<file path="config.mk">
export PLATFORM = sky130hd
export DESIGN_NAME = mem_access_ctrl
export DESIGN_NICKNAME = d
export VERILOG_FILES = /design/src/rtl/mem_access_ctrl.sv
export SDC_FILE = /design/constraint.sdc
export NUM_CORES = 1
export LEC_CHECK = 0
export BUFFER_PORTS_ARGS = -buffer_cell sky130_fd_sc_hd__buf_4
export CAP_MARGIN = 20
export CORE_AREA = 2 2 90 75
export DETAILED_ROUTE_END_ITERATION = 10
export DIE_AREA = 0 0 92 77
export GPL_ROUTABILITY_DRIVEN = 0
export PLACE_DENSITY_LB_ADDON = 0.05
export SLEW_MARGIN = 5
export SYNTH_ARGS = -nofsm -noshare
export SYNTH_HDL_FRONTEND = slang
export SYNTH_SLANG_ARGS = --single-unit
</file>
<file path="constraint.sdc">
create_clock -name clk -period 2.5 [get_ports clk]
set_input_delay 0.375 -clock clk [delete_from_list [all_inputs] [get_ports clk]]
set_output_delay 0.375 -clock clk [all_outputs]
set_load 0.005 [all_outputs]
</file>
<file path="src/rtl/mem_access_ctrl.sv">
// Memory access controller: owns MAR/MDR and sequences single read or write
// cycles to a synchronous-write, combinational-read memory.
module mem_access_ctrl #(
    parameter int ADDR_W      = 9,
    parameter int DATA_W      = 32,
    parameter int WAIT_STATES = 0
) (
    input  logic              clk,
    input  logic              clr,
    input  logic [DATA_W-1:0] BusMuxOut,
    input  logic              MARin,
    input  logic              MDRin,
    input  logic              Read,
    input  logic              start,
    input  logic              wr,
    input  logic [DATA_W-1:0] Mdatain,
    output logic [ADDR_W-1:0] Address,
    output logic [DATA_W-1:0] Datain,
    output logic              Write,
    output logic [DATA_W-1:0] MDRdata,
    output logic              busy,
    output logic              done
);

    localparam logic [1:0] IDLE   = 2'd0;
    localparam logic [1:0] SETUP  = 2'd1;
    localparam logic [1:0] ACCESS = 2'd2;
    localparam logic [1:0] DONE   = 2'd3;

    localparam logic [2:0] WS_MAX = 3'(WAIT_STATES);

    logic [1:0]        state;
    logic [2:0]        wait_cnt;
    logic              wr_q;
    logic [ADDR_W-1:0] mar;
    logic [DATA_W-1:0] mdr;

    // NOTE: all state uses non-blocking assignments so every register samples
    // pre-edge values; the async clear forces the FSM and registers together.
    always_ff @(posedge clk or negedge clr) begin
        if (!clr) begin
            state    <= IDLE;
            wait_cnt <= '0;
            wr_q     <= 1'b0;
            mar      <= '0;
            mdr      <= '0;
        end else begin
            case (state)
                IDLE, DONE: begin
                    if (MARin)
                        mar <= BusMuxOut[ADDR_W-1:0];
                    if (MDRin)
                        mdr <= Read ? Mdatain : BusMuxOut;
                    if (start) begin
                        wr_q     <= wr;
                        wait_cnt <= '0;
                        state    <= SETUP;
                    end else begin
                        state <= IDLE;
                    end
                end
                SETUP: begin
                    if (wait_cnt == WS_MAX)
                        state <= ACCESS;
                    else
                        wait_cnt <= wait_cnt + 3'd1;
                end
                ACCESS: begin
                    // A started read always takes memory data, whatever Read says.
                    if (!wr_q)
                        mdr <= Mdatain;
                    state <= DONE;
                end
                default: state <= IDLE;
            endcase
        end
    end

    // Decoded straight from the state register so Write falls as soon as clr does.
    assign Write   = (state == ACCESS) && wr_q;
    assign busy    = (state == SETUP) || (state == ACCESS);
    assign done    = (state == DONE);
    assign Address = mar;
    assign Datain  = mdr;
    assign MDRdata = mdr;

endmodule

</file>
==> impl_metrics.toml <==
[status]
run_status = "completed"

[global_route]
grt_overflow = 0
gr-usage-all-layers = 0.163
grt_max_degree = 48
antenna_found_initial = 0
grt_pass1_vias = 1833
grt_pass1_wl_um = 9220

[clocking]
cts.sinks = 47
clock_latency_ns = 0.29
htree_levels = 2
ctsHoldBuffers = 0
cts_setup_buffers = 0
cts_tree = "yes"
cts_made_buffers = 5
clk_path_buf_depth = 2
path_clk_slew_ns = 0.08
post_cts_resized = 0
cts-root-buf = "clkbuf_8"

[synthesis]
syn_area_per_cell_um2 = 14.0
synthDominantCellAreaShare = 0.433
netlist_instances = 194
synth_edf_count = 0
synth_common_cells = "dfrtp_1, mux2_2, buf_4"
yosysSeqAreaShare = 0.433
syn_area_um2 = 2720
synth_area_leaders = "dfrtp_1, mux2_2, mux2_4, buf_4, ha_1"
synthArstFlopShare = 1.00
synth-seq-cells = 47
yosysMostFrequentCell = "dfrtp_1"
synth.distinct_cells = 20
synth_area_leader_cell = "dfrtp_1"
yosys_warnings = 0
synth_top_flop_cell = "dfrtp_1"
syn_nets = 270

[sta]
slew_headroom = 0.607
tightestPinTransition_ns = 0.589
max_freq_ghz = 0.497
finalCritPeriodShare = 0.805
setup_violations = 0
fin_worst_skew_ns = 0.00444
hold_ws_ns = 0.0767
setup_slack_ns = 0.488
finalHoldViolations = 0
setup_tns_ns = 0
drv_slew = 0
fin_crit_ns = 2.01
rsz0062_at_grt = "no"

[die]
dieArea_um2 = 7080
start_util = 0.440
core-area_um2 = 6180
die_x_um = 92
die_h_um = 77
num_rows = 26
io-pin-count = 147

[routing]
wl_um = 5720
wl_per_cell_um = 14.5
dr.pass1.iters = 4
drt_iter0_markers = 38
viasPerCell = 4.60
dr_total_vias = 1821
ant_nets = 0
drc_errors = 0

[cells_and_area]
area_growth_pct = 36.0
nFillCells = 531
final_util = 0.598
diodes = 0
fin_area_um2 = 3700
drive_gt1_frac = 0.740
final_cells = 396
final_nets = 388

[worst_setup_path]
critPathKind = "reg2reg"
startpoint_type = "flop"
reg2reg_slack_ns = 0.49
worst_ep_arrival_time_ns = 2.19
cp-end-kind = "flop"
critPathMaxFanout = 18
crit_required_ns = 2.68

[placed_design]
io_buffers = 146
placedCellCount = 389
place_ws_ns = 0.495
post_dp_cell_area_um2 = 3610
place_hpwl_um = 4290

[power_and_ir_drop]
report.power.total_mw = 4.87
power_density_nw_per_um2 = 1320
peakVddDrop_uv = 634
leakage_nw = 1.87

[flow_run]
cap_violations = 0

[worst_hold_path]
min_path_type = "in2async"
==> logic make-up (layout without fill, tap and decap cells) <==
logic type,Yosys count,count (layout),synth area share
adders and majority gates,5,5,0.0230
muxes,79,79,0.367
AOI/OAI and AO/OA,5,5,0.0156
DFF,47,47,0.433
and+or+nand+nor,12,12,0.0253
buffers and inverters,46,164,0.137
==> registers in the layout, indices dropped and copies added, names as in the netlist <==
signal	cells
Datain	32
state	2
wait_cnt	3
wr_q	1
Address	9
==> final timing paths <==
| check | endpoint | startpoint | cells past startpoint |
|---|---|---|---|
| max reg2reg | Datain[14] | state[0] | 6 |
| max in group asynchronous | Datain[28] | clr | 1 |
| min reg2reg | wr_q | wr_q | 1 |
| min | Address[7] | clr | 1 |
| max | Datain[14] | state[0] | 6 |
| min in group clk | Address[1] | BusMuxOut[1] | 2 |
==> cell type report <==
cell class | count | area (um^2) | share of cell area
Clock inverter | 1 | 5.00 | 0.00135
Tap cell | 84 | 105 | 0.0284
Multi-Input combinational cell | 101 | 1180 | 0.318
Timing Repair Buffer | 150 | 1130 | 0.305
Inverter | 7 | 26.3 | 0.00711
Clock buffer | 6 | 82.6 | 0.0223
Sequential cell | 47 | 1180 | 0.318
==> routing by layer <==
layer	part of all wire	GRT usage	routed length, um
met1	0.45	0.227	2580
met2	0.47	0.257	2670
met3	0.076	0.0432	434
met4	0.0068	0.0358	39
met5	0	0	0
==> report_power, final <==
group | leakage [nW] | switching [mW] | internal [mW] | total [mW]
combinational | 1.27 | 1.02 | 1.94 | 2.96
sequential | 0.555 | 0.303 | 1.16 | 1.47
clock | 0.0470 | 0.227 | 0.217 | 0.444
==> worst max-delay path: stages (launching register included) <==
cell and delay (ns):
dfrtp_1 0.40, inv_1 0.06, ha_1 0.41, nand2b_4 0.20, a21oi_4 0.15, buf_4 0.35
mux2_4 0.33
==> cell usage in the layout (no fill, tap or decap), types with 2 or more instances in the layout <==
cell type    n
nand2_1      7
mux2_1       5
clkbuf_8     6
inv_1        7
mux2i_1      4
o21ai_0      2
mux2_4      30
ha_1         5
buf_4      150
dfrtp_1     47
mux2_2      40
No activity file was read; power rests on OpenSTA's default activity.
